File: config.mk
export PLATFORM = sky130hd
export DESIGN_NAME = seg7_display_arbiter
export DESIGN_NICKNAME = d
export VERILOG_FILES = /design/src/rtl/seg7_pkg.sv /design/src/rtl/seg7_prio_enc.sv /design/src/rtl/seg7_display_arbiter.sv
export SDC_FILE = /design/constraint.sdc
export NUM_CORES = 1
export LEC_CHECK = 0
export CAP_MARGIN = 10
export CELL_PAD_IN_SITES_DETAIL_PLACEMENT = 1
export CELL_PAD_IN_SITES_GLOBAL_PLACEMENT = 1
export CORE_MARGIN = 2
export CORE_UTILIZATION = 40
export CTS_CLUSTER_SIZE = 14
export DETAILED_ROUTE_END_ITERATION = 12
export PLACE_DENSITY = 0.95
export SYNTH_ARGS = -nofsm -noshare
export SYNTH_HDL_FRONTEND = slang
export SYNTH_SLANG_ARGS = --single-unit
File: constraint.sdc
create_clock -name clk -period 8.3 [get_ports clk]
set_input_delay 0.83 -clock clk [delete_from_list [all_inputs] [get_ports clk]]
set_output_delay 0.83 -clock clk [all_outputs]
set_load 0.02 [all_outputs]
File: src/rtl/seg7_pkg.sv
// Shared definitions for the 7-segment display arbiter: data width, idle value
// and the arbiter state encoding.
package seg7_pkg;

    localparam int SEG7_DW = 16;
    localparam logic [SEG7_DW-1:0] SEG7_IDLE_VALUE = 16'h0000;

    typedef enum logic [1:0] {
        ST_IDLE = 2'd0,
        ST_HOLD = 2'd1,
        ST_OWN  = 2'd2
    } arb_state_e;

endpackage

File: src/rtl/seg7_prio_enc.sv
// Masked fixed-priority encoder: the lowest-index request whose mask bit is set
// wins. Returns the winner as one-hot and as an index, plus a valid flag.
module seg7_prio_enc #(
    parameter int N  = 4,
    parameter int IW = (N > 1) ? $clog2(N) : 1
) (
    input  logic [N-1:0]  req,
    input  logic [N-1:0]  mask,
    output logic [N-1:0]  onehot,
    output logic [IW-1:0] idx,
    output logic          valid
);

    logic [N-1:0] masked;

    assign masked = req & mask;

    // Scan from the top down so that the lowest set index is the last one written.
    always_comb begin
        onehot = '0;
        idx    = '0;
        valid  = 1'b0;
        for (int i = N - 1; i >= 0; i--) begin
            if (masked[i]) begin
                onehot    = '0;
                onehot[i] = 1'b1;
                idx       = IW'(i);
                valid     = 1'b1;
            end
        end
    end

endmodule

File: src/rtl/seg7_display_arbiter.sv
// Shares one 4-digit 7-segment display between NUM_REQ requesters with fixed
// priority and a minimum hold time. Define SEG7_ARB_FAIR_EN for round-robin fairness.
module seg7_display_arbiter
    import seg7_pkg::*;
#(
    parameter int                 NUM_REQ        = 4,
    parameter int                 HOLD_CYCLES    = 50_000_000,
    parameter int                 MAX_OWN_CYCLES = 250_000_000,
    parameter logic [SEG7_DW-1:0] IDLE_VALUE     = SEG7_IDLE_VALUE
) (
    input  logic                         clk,
    input  logic                         rst_n,
    input  logic [NUM_REQ-1:0]           req,
    input  logic [NUM_REQ*SEG7_DW-1:0]   req_data,
    output logic [NUM_REQ-1:0]           grant,
    output logic [$clog2(NUM_REQ)-1:0]   owner_id,
    output logic                         active,
    output logic [SEG7_DW-1:0]           bits_out
);

    localparam int IW  = $clog2(NUM_REQ);
    localparam int HCW = $clog2(HOLD_CYCLES);
    localparam logic [HCW-1:0] HOLD_LAST = HCW'(HOLD_CYCLES - 1);

    if (NUM_REQ < 2 || NUM_REQ > 8) begin : g_bad_num_req
        $error("seg7_display_arbiter: NUM_REQ must be 2..8");
    end
    if (HOLD_CYCLES < 2) begin : g_bad_hold
        $error("seg7_display_arbiter: HOLD_CYCLES must be >= 2");
    end
    if (MAX_OWN_CYCLES < 2) begin : g_bad_max_own
        $error("seg7_display_arbiter: MAX_OWN_CYCLES must be >= 2");
    end

    arb_state_e           state_q, state_d;
    logic [NUM_REQ-1:0]   grant_q, grant_d;
    logic [IW-1:0]        owner_id_q, owner_id_d;
    logic                 active_q, active_d;
    logic [SEG7_DW-1:0]   bits_out_q, bits_out_d;
    logic [HCW-1:0]       hold_cnt_q, hold_cnt_d;

    logic [SEG7_DW-1:0]   data_arr [NUM_REQ];
    logic [NUM_REQ-1:0]   mask_all, mask_hi, mask_lo;
    logic [NUM_REQ-1:0]   all_oh, hi_oh, lo_oh;
    logic [IW-1:0]        all_idx, hi_idx, lo_idx;
    logic                 all_valid, hi_valid, lo_valid;

    logic                 decide;
    logic                 take;
    logic [NUM_REQ-1:0]   take_oh;
    logic [IW-1:0]        take_idx;
    logic                 go_idle;

    always_comb begin
        for (int i = 0; i < NUM_REQ; i++) begin
            data_arr[i] = req_data[i*SEG7_DW +: SEG7_DW];
        end
    end

    // hi = strictly higher priority than the owner, lo = strictly lower priority.
    always_comb begin
        mask_all = '1;
        mask_hi  = '0;
        mask_lo  = '0;
        for (int i = 0; i < NUM_REQ; i++) begin
            mask_hi[i] = (IW'(i) < owner_id_q);
            mask_lo[i] = (IW'(i) > owner_id_q);
        end
    end

    seg7_prio_enc #(.N(NUM_REQ), .IW(IW)) u_enc_all (
        .req    (req),
        .mask   (mask_all),
        .onehot (all_oh),
        .idx    (all_idx),
        .valid  (all_valid)
    );

    seg7_prio_enc #(.N(NUM_REQ), .IW(IW)) u_enc_hi (
        .req    (req),
        .mask   (mask_hi),
        .onehot (hi_oh),
        .idx    (hi_idx),
        .valid  (hi_valid)
    );

    seg7_prio_enc #(.N(NUM_REQ), .IW(IW)) u_enc_lo (
        .req    (req),
        .mask   (mask_lo),
        .onehot (lo_oh),
        .idx    (lo_idx),
        .valid  (lo_valid)
    );

`ifdef SEG7_ARB_FAIR_EN
    localparam int OCW = $clog2(MAX_OWN_CYCLES);
    localparam logic [OCW-1:0] OWN_LAST = OCW'(MAX_OWN_CYCLES - 1);

    logic [OCW-1:0]     own_cnt_q, own_cnt_d;
    logic               own_expired;
    logic               others_req;
    logic [NUM_REQ-1:0] rr_oh;
    logic [IW-1:0]      rr_idx;

    assign own_expired = (own_cnt_q == OWN_LAST);
    assign others_req  = |(req & ~grant_q);

    // Round-robin step: first requester above the owner, else wrap to the lowest index.
    assign rr_oh  = lo_valid ? lo_oh  : hi_oh;
    assign rr_idx = lo_valid ? lo_idx : hi_idx;

    always_comb begin
        own_cnt_d = (own_cnt_q == OWN_LAST) ? own_cnt_q : own_cnt_q + 1'b1;
        if (take || go_idle || state_q == ST_IDLE) begin
            own_cnt_d = '0;
        end
    end

    always_ff @(posedge clk or negedge rst_n) begin
        if (!rst_n) begin
            own_cnt_q <= '0;
        end else begin
            own_cnt_q <= own_cnt_d;
        end
    end
`endif

    always_comb begin
        state_d    = state_q;
        grant_d    = grant_q;
        owner_id_d = owner_id_q;
        active_d   = active_q;
        bits_out_d = bits_out_q;
        hold_cnt_d = (hold_cnt_q == HOLD_LAST) ? hold_cnt_q : hold_cnt_q + 1'b1;
        decide     = 1'b0;
        take       = 1'b0;
        take_oh    = '0;
        take_idx   = '0;
        go_idle    = 1'b0;

        case (state_q)
            ST_IDLE: begin
                hold_cnt_d = '0;
                if (all_valid) begin
                    take     = 1'b1;
                    take_oh  = all_oh;
                    take_idx = all_idx;
                end
            end
            ST_HOLD: begin
                if (hold_cnt_q == HOLD_LAST) begin
                    decide = 1'b1;
                end else if (req[owner_id_q]) begin
                    bits_out_d = data_arr[owner_id_q];
                end
            end
            ST_OWN: begin
                decide = 1'b1;
            end
            default: begin
                go_idle = 1'b1;
            end
        endcase

        // Re-arbitration once the hold has expired, including the expiry edge itself.
        if (decide) begin
            if (hi_valid) begin
                take     = 1'b1;
                take_oh  = hi_oh;
                take_idx = hi_idx;
            end
`ifdef SEG7_ARB_FAIR_EN
            else if (own_expired && others_req) begin
                take     = 1'b1;
                take_oh  = rr_oh;
                take_idx = rr_idx;
            end
`endif
            else if (req[owner_id_q]) begin
                state_d    = ST_OWN;
                bits_out_d = data_arr[owner_id_q];
            end else if (lo_valid) begin
                take     = 1'b1;
                take_oh  = lo_oh;
                take_idx = lo_idx;
            end else begin
                go_idle = 1'b1;
            end
        end

        if (take) begin
            state_d    = ST_HOLD;
            grant_d    = take_oh;
            owner_id_d = take_idx;
            active_d   = 1'b1;
            bits_out_d = data_arr[take_idx];
            hold_cnt_d = '0;
        end

        if (go_idle) begin
            state_d    = ST_IDLE;
            grant_d    = '0;
            owner_id_d = '0;
            active_d   = 1'b0;
            bits_out_d = IDLE_VALUE;
            hold_cnt_d = '0;
        end
    end

    always_ff @(posedge clk or negedge rst_n) begin
        if (!rst_n) begin
            state_q    <= ST_IDLE;
            grant_q    <= '0;
            owner_id_q <= '0;
            active_q   <= 1'b0;
            bits_out_q <= IDLE_VALUE;
            hold_cnt_q <= '0;
        end else begin
            state_q    <= state_d;
            grant_q    <= grant_d;
            owner_id_q <= owner_id_d;
            active_q   <= active_d;
            bits_out_q <= bits_out_d;
            hold_cnt_q <= hold_cnt_d;
        end
    end

    assign grant    = grant_q;
    assign owner_id = owner_id_q;
    assign active   = active_q;
    assign bits_out = bits_out_q;

endmodule

# Yosys cells after proc, flatten, opt, wreduce, memory -nomap -nowiden
# Cells that the tools add are included.
totals:
  register_bits: 51
  latch_bits: 0
  mem_bits_rw: 0
  mem_bits_ro: 0
  in_bits: 70
  out_inout_bits: 23
  wordCells: 125
  mem_count: 0
classes:
  addsub: 1
  multipliers: 0
  div_mod_pow: 0
  order_cmp: 11
  n_eq_ne: 5
  n_shift: 0
  mux: 92
  bitwise_logic: 4
  reduce_logical: 6
op_table:
  columns: ["operator", "count"]
  rows:
  - ["16-bit 2-to-1 mux", 12]
  - ["26-bit 2-to-1 mux", 4]
  - ["4-bit 2-to-1 mux", 20]
  - ["16-bit binary-select mux with 2-bit select", 2]
  - ["2-bit 2-to-1 mux", 25]
  - ["1-bit 2-to-1 mux", 27]
  - ["26-bit by 1-bit adder with 26-bit output (second input constant)", 1]
  - ["26-bit == test (second input constant)", 1]
  - ["4-bit AND", 2]
  - ["3-bit >= comparator (second input constant)", 2]
  - ["2-bit inverter with 3-bit output", 2]
  - ["3-bit nonzero test", 2]
  - ["1-bit by 2-bit > comparator with 1-bit output (first input constant)", 2]
  - ["2-bit > comparator (first input constant)", 2]
  - ["1-bit by 2-bit < comparator with 1-bit output (first input constant)", 2]
  - ["2-bit < comparator (first input constant)", 2]
  - ["4-bit by 3-bit inequality test with 1-bit output (second input constant)", 1]
  - ["2-bit by 3-bit < comparator with 1-bit output (second input constant)", 1]
  - ["3-bit by 1-bit inequality test with 1-bit output (second input constant)", 1]
  - ["3-bit AND reduction", 1]
  - ["3-bit OR reduction", 1]
  - ["1-bit binary-select mux with 2-bit select", 1]
  - ["2-bit by 1-bit == test with 1-bit output (second input constant)", 1]
  - ["2-bit == test (second input constant)", 1]
  - ["other kinds (3)", 3]

# Longest topological paths before layout
depth:
  word_depth: 16
  ltp_mapped: 11
  ltp_nobuf: 8

# Hierarchy
# A second synthesis with hierarchy kept.
unflattened:
  cells_unflattened: 432
  area_unflattened_um2: 4055.1
modules_own_cells:
  columns: ["module", "n_inst", "cells_per_inst", "area_per_inst_um2", "seq_area_each_um2"]
  rows:
  - ["seg7_display_arbiter", 1, 396, 3818.7, 1276.2]
  - ["seg7_prio_enc", 3, 12, 78.8, 0.0]

# Worst setup path before layout
# Ideal clock, no wire load.
synth_timing:
  path_kind: "input-to-reg"
  startpoint: "input req[1]"
  endpoint: "register bits_out_q[13], in the netlist bits_out[13]"
  setup_ns: 0.128
  arrival_time_ns: 2.686
  required_ns: 8.172
  slack_ns: 5.485
  stages: 8
  path_buffers: 2
  cell_sequence: "clkbuf_1 -> mux4_2 -> o2111a_1 -> a31oi_4 -> buf_6 -> mux2_2 -> o21ai_0 -> a211oi_2"
synth_via:
  elab_chain_cells: 14
  elab_cells_between_ends: 44
  classes_between: "41 x mux; 3 x bitwise"
synth_lines:
  columns: ["element", "line_no", "rtl"]
  rows:
  - ["from (decl)", "seg7_display_arbiter.sv:13", "input logic [NUM_REQ-1:0] req,"]
  - ["2-bit 2-to-1 mux or 1-bit 2-to-1 mux (tied branches) (2 in series)", "seg7_prio_enc.sv:24", "if (masked[i]) begin"]
  - ["2-bit 2-to-1 mux", "seg7_display_arbiter.sv:144", "if (all_valid) begin"]
  - ["2-bit 2-to-1 mux", "seg7_display_arbiter.sv:141", "case (state_q)"]
  - ["2-bit 2-to-1 mux", "seg7_display_arbiter.sv:182", "end else if (lo_valid) begin"]
  - ["2-bit 2-to-1 mux", "seg7_display_arbiter.sv:179", "else if (req[owner_id_q]) begin"]
  - ["2-bit 2-to-1 mux", "seg7_display_arbiter.sv:167", "if (hi_valid) begin"]
  - ["2-bit 2-to-1 mux", "seg7_display_arbiter.sv:166", "if (decide) begin"]
  - ["2-bit inverter with 3-bit output (not written as such)", "seg7_display_arbiter.sv:196", "bits_out_d = data_arr[take_idx];"]
  - ["16-bit binary-select mux with 2-bit select", "seg7_display_arbiter.sv:196", null]
  - ["16-bit 2-to-1 mux (not written as such) (2 in series)", "seg7_display_arbiter.sv:196", null]
  - ["16-bit 2-to-1 mux", "seg7_display_arbiter.sv:191", "if (take) begin"]
  - ["16-bit 2-to-1 mux *", "seg7_display_arbiter.sv:200", "if (go_idle) begin"]
  - ["via bits_out_d[13]", "seg7_display_arbiter.sv:39", "logic [SEG7_DW-1:0] bits_out_q, bits_out_d;"]
  - ["to (signal assigned)", "seg7_display_arbiter.sv:223", "bits_out_q <= bits_out_d;"]
  - ["to (decl)", "seg7_display_arbiter.sv:39", null]
# The timed path passes the listed nets; every way through them passes the cells marked *. The select of a mux whose other input is x is not followed.
# A chain may end at the register's enable or synchronous reset.

# Worst setup path after layout
layout_timing:
  startpoint: "input req[1]"
  endpoint: "register hold_cnt_q[0]"
layout_via:
  elab_chain_cells: 10
  elab_cells_between_ends: 23
  classes_between: "1 x eq/ne; 20 x mux; 2 x bitwise"
layout_lines:
  columns: ["element", "line_no", "rtl"]
  rows:
  - ["1-bit 2-to-1 mux (2 in series)", "seg7_prio_enc.sv:24", null]
  - ["1-bit 2-to-1 mux", "seg7_display_arbiter.sv:144", null]
  - ["1-bit 2-to-1 mux", "seg7_display_arbiter.sv:141", null]
  - ["1-bit 2-to-1 mux", "seg7_display_arbiter.sv:182", null]
  - ["1-bit 2-to-1 mux", "seg7_display_arbiter.sv:179", null]
  - ["1-bit 2-to-1 mux", "seg7_display_arbiter.sv:167", null]
  - ["1-bit 2-to-1 mux", "seg7_display_arbiter.sv:166", null]
  - ["26-bit 2-to-1 mux", "seg7_display_arbiter.sv:191", null]
  - ["26-bit 2-to-1 mux", "seg7_display_arbiter.sv:200", null]
  - ["to (signal assigned)", "seg7_display_arbiter.sv:224", "hold_cnt_q <= hold_cnt_d;"]
  - ["to (decl)", "seg7_display_arbiter.sv:40", "logic [HCW-1:0] hold_cnt_q, hold_cnt_d;"]
# Parallel ways exist; a longest one is shown, timed or not. The select of a mux whose other input is x is not followed.

==> impl_results.rst <==
.. list-table::
   :header-rows: 1

   * - Metric
     - Value
   * - Slew @ Worst Pin
     - 1.08 ns
   * - R2R setup slack
     - 4.85 ns
   * - Routed wire length
     - 12,600 um
   * - Most common cell type on the critical path
     - sky130_fd_sc_hd__nor2_1
   * - Top library cells by usage in the layout, fill and taps aside
     - sky130_fd_sc_hd__clkdlybuf4s50_1 (91), sky130_fd_sc_hd__dfrtp_1 (51), sky130_fd_sc_hd__o21ai_0 (41)
   * - WHS Path Cells
     - 2
   * - Arrival time of data at the critical path endpoint
     - 4.04 ns
   * - Via count of the first global-routing pass
     - 4,067
   * - CP Max Fanout
     - 21
   * - Post-DR vias/cell
     - 6.01
   * - Overall via count from detail_route
     - 3,665
   * - TritonCTS Sinks
     - 51
   * - Most used flip-flop cell after synthesis
     - sky130_fd_sc_hd__dfrtp_1
   * - Antenna violations before repair
     - 0
   * - Setup_tns
     - 0 ns
   * - Power share of the combinational group
     - 64.6%
   * - WP buf/inv
     - 1
   * - Post-place instance area
     - 4870 sq um
   * - TritonCTS buffer count
     - 5
   * - Core area
     - 9640 sq um
   * - Kind of path behind the tightest hold check
     - flop to flop
   * - Start-to-end type of the worst setup path
     - input port to flop
   * - Commonest non-fill, non-tap cell in the layout
     - sky130_fd_sc_hd__clkdlybuf4s50_1
   * - Cell depth of the worst flop-to-flop path
     - 8
   * - Number of buffers added on ports
     - 92
   * - Worst endpoint required time
     - 8.48 ns
   * - Share of the cycle needed by the critical path after routing
     - 46.5%
   * - EDFF count, synth
     - 0
   * - Sw frac
     - 46.6%
   * - Number of DRC violations after detailed routing
     - 0
   * - Leakage power of the design
     - 0.00182 uW
   * - Total of hold buffers inserted after clock tree synthesis
     - 0
   * - Finished layout cell area
     - 4980 sq um
   * - Net count, final
     - 552
   * - Overall global routing resource usage
     - 25.0%
   * - Antenna Nets Post-Route
     - 0
   * - Worst supply voltage drop on vdd
     - 0.000142 V
   * - Seq pwr share
     - 24.9%
   * - Synthesized Nets
     - 473
   * - Final-report setup violation count
     - 0
   * - Cell chain of the critical path
     - clkdlybuf4s50_1 > nor3_1 > nor2_1 > o32ai_1 > nor2_1 > or4_1 > nand2_1 > mux2i_1
   * - Longest individual stage delay on the worst path
     - 0.88 ns
   * - Clock Pin Slew Worst Setup and Hold Paths
     - 0.11 ns
   * - Maximum buffer depth of the clock tree
     - 2
   * - YS warnings
     - 0
   * - Sequential area share after synthesis
     - 32.6%
   * - 1st-iter DRT viols
     - 209
   * - Placement row count
     - 36
   * - Total net switching power
     - 691 uW
   * - Slowest CP cell
     - sky130_fd_sc_hd__or4_1
   * - Starting density of the core
     - 40.6%
   * - Average footprint of a synthesized cell
     - 9.86 sq um
   * - Die Span Y
     - 103 um
   * - Critical Path End Type
     - flop
   * - Detailed-placement wirelength estimate
     - 9220 um
   * - Yosys cell types
     - 58
   * - Max-Cap Viols
     - 0
   * - Cell Int Power
     - 790 uW
   * - Post-synthesis cell type with the largest combined area
     - sky130_fd_sc_hd__dfrtp_1
   * - Beginning of the worst hold path
     - grant[1]$_DFFE_PN0P_
   * - Library cell used as clock root buffer
     - sky130_fd_sc_hd__clkbuf_8
   * - Width of the die
     - 103 um
   * - Endpoint, Worst Hold
     - grant[1]$_DFFE_PN0P_
   * - Outcome
     - finished, final reports clean
   * - Syn-to-layout area delta
     - 27.1%
   * - Overall overflow remaining after global route
     - 0
   * - Area contributors post-synth
     - sky130_fd_sc_hd__dfrtp_1 (33%), sky130_fd_sc_hd__mux4_2 (9.8%), sky130_fd_sc_hd__a211oi_1 (5.8%), sky130_fd_sc_hd__o21ai_0 (5.2%), sky130_fd_sc_hd__mux2_2 (4.9%)
   * - First-pass iteration count of the detailed router
     - 4
   * - Number of register bits inferred by synthesis
     - 51
   * - Post-synthesis async set-or-reset flop share
     - 100%
   * - Kind of launch point of the worst setup path
     - input port
   * - Post-CTS Setup Inserts
     - 0
   * - Worst reg2reg path endpoint
     - hold_cnt_q[0]$_DFFE_PN0P_
   * - Clk Latency, worst-skew pair
     - 0.32 ns
   * - Worst rel slew slack
     - 27.5%
   * - Ratio of cells with drive above 1 in the final layout
     - 13.2%
   * - Clock period minus final worst setup slack
     - 3.86 ns
   * - Final hold violations
     - 0
   * - Worst clock skew on the final layout
     - 0.0202 ns
   * - P per Cell Area
     - 298 nW/um^2
   * - Top cell family by delay on the critical path
     - simple AND/OR/NAND/NOR gates
   * - Wire length per cell after detailed routing
     - 20.7 um
   * - Number of diodes
     - 0
   * - Share of the synthesized area in the top cell type
     - 32.6%
   * - I/O Pins
     - 93
   * - Global-route wire length before repair
     - 20,600 um
   * - Fmax
     - 0.259 GHz
   * - Clock tree from TritonCTS
     - done
   * - Crit Reg-Reg Startpoint
     - hold_cnt_q[1]$_DFFE_PN0P_
   * - Max-slew violation total from the final report
     - 0
   * - Pin count of the biggest net entering global routing
     - 52
   * - Cell area after technology mapping
     - 3920 sq um
   * - Synthesized netlist cell count
     - 397
   * - Post-CTS resize count
     - 0
   * - Part of the power in the clock network
     - 10.5%
   * - Die area
     - 10,600 sq um
   * - Final Wtd Congestion
     - 0.839
   * - Unrepaired setup endpoints after global routing
     - false
   * - Deepest level of the CTS H-tree
     - 2
## worst max path at each step
stage,startpoint,cells after the start,slack (ns),to
2_1_floorplan,req[1],8,5.49,bits_out[13]$_DFF_PN0_
3_3_place_gp,req[0],7,4.26,state_q[1]$_DFFE_PN0P_
3_5_place_dp,req[0],7,3.98,state_q[1]$_DFFE_PN0P_
4_1_cts,req[1],8,4.33,state_q[1]$_DFFE_PN0P_
5_1_grt,req[2],8,4.20,state_q[1]$_DFFE_PN0P_
6_report,req[1],8,4.44,hold_cnt_q[0]$_DFFE_PN0P_
## final cells by class
class                      count  area [sq um]
fill                        1095          4660
multi-input combinational    316          2460
sequential                    51          1280
timing repair buffer          97           957
tap                          133           166
clock buffer                   5          68.8
clock inverter                 3          23.8
inverter                       5          18.8
## per-stage QoR
step           util [%]  setup slack [ns]  power, uW  instances  hold slack [ns]
2_1_floorplan         -              5.49       1030        397            0.493
3_3_place_gp       50.5              4.26       1250        601            0.519
3_5_place_dp       50.5              3.98       1310        601            0.525
4_1_cts            51.5              4.33       1470        609            0.541
5_1_grt            51.6              4.20       1580        610            0.568
6_report           51.6              4.44       1480        610            0.539
## synth_stat cells, types with 2 or more instances
master,number
sky130_fd_sc_hd__buf_8,2
sky130_fd_sc_hd__and3_1,4
sky130_fd_sc_hd__a22oi_1,2
sky130_fd_sc_hd__nand3_1,14
sky130_fd_sc_hd__buf_6,2
sky130_fd_sc_hd__o21ai_1,2
sky130_fd_sc_hd__o21a_1,2
sky130_fd_sc_hd__a211oi_1,30
sky130_fd_sc_hd__ha_1,6
sky130_fd_sc_hd__nand4_1,4
sky130_fd_sc_hd__o22ai_1,2
sky130_fd_sc_hd__or4_1,2
sky130_fd_sc_hd__clkbuf_1,13
sky130_fd_sc_hd__nor2_1,31
sky130_fd_sc_hd__o21ai_0,41
sky130_fd_sc_hd__a21boi_0,16
sky130_fd_sc_hd__mux4_2,17
sky130_fd_sc_hd__xnor2_1,8
sky130_fd_sc_hd__dfrtp_1,51
sky130_fd_sc_hd__nand2_1,29
sky130_fd_sc_hd__inv_1,5
sky130_fd_sc_hd__o22a_1,2
sky130_fd_sc_hd__xor2_1,17
sky130_fd_sc_hd__or2_2,2
sky130_fd_sc_hd__nor3_1,5
sky130_fd_sc_hd__buf_1,2
sky130_fd_sc_hd__a21oi_1,13
sky130_fd_sc_hd__mux2_2,17
sky130_fd_sc_hd__buf_2,3
sky130_fd_sc_hd__mux2i_1,17
sky130_fd_sc_hd__a211oi_2,2
sky130_fd_sc_hd__or3b_2,2
sky130_fd_sc_hd__and2_1,2
sky130_fd_sc_hd__nor2b_1,6
## layer usage
metal / vias up / part of all wire [%] / global-route usage [%]
met1: 1854 / 40 / 29.7
met2: 126 / 52 / 44.4
li1: 1650 / - / -
met3: 35 / 4.9 / 4.68
met4: 0 / 2.9 / 10.1
met5: - / 0 / 0
## registers in the layout (all words and copies together), names as in the netlist
signal / flops
hold_cnt_q: 26
bits_out: 16
grant: 4
owner_id: 2
state_q: 2
active: 1
## power by group through the flow
stage	clock network, uW	registers, uW	logic (uW)
floorplan	0	417	609
global placement	0	367	882
detailed placement	0	370	942
CTS	157	367	947
global route	165	375	1040
finish	156	368	957
## tightest hold or removal path: cells and delay by family, from the launching register on
| kind | cells | cell delay, ns |
|---|---|---|
| flops | 1 | 0.39 |
| simple gates | 1 | 0.06 |
| compound gates | 1 | 0.06 |
## kinds of logic after synthesis
| logic type | count (synthesis) | synth area share [%] |
|---|---|---|
| adder cells (fa/ha/maj) | 6 | 1.92 |
| buffers and inverters | 30 | 4.47 |
| flip-flops | 51 | 32.6 |
| AND/OR/NAND/NOR | 108 | 13.8 |
| multiplexers | 51 | 19.0 |
| XOR/XNOR | 25 | 5.59 |
| AO/OA/AOI/OAI | 126 | 22.6 |
(Power assumes the default switching activity.)
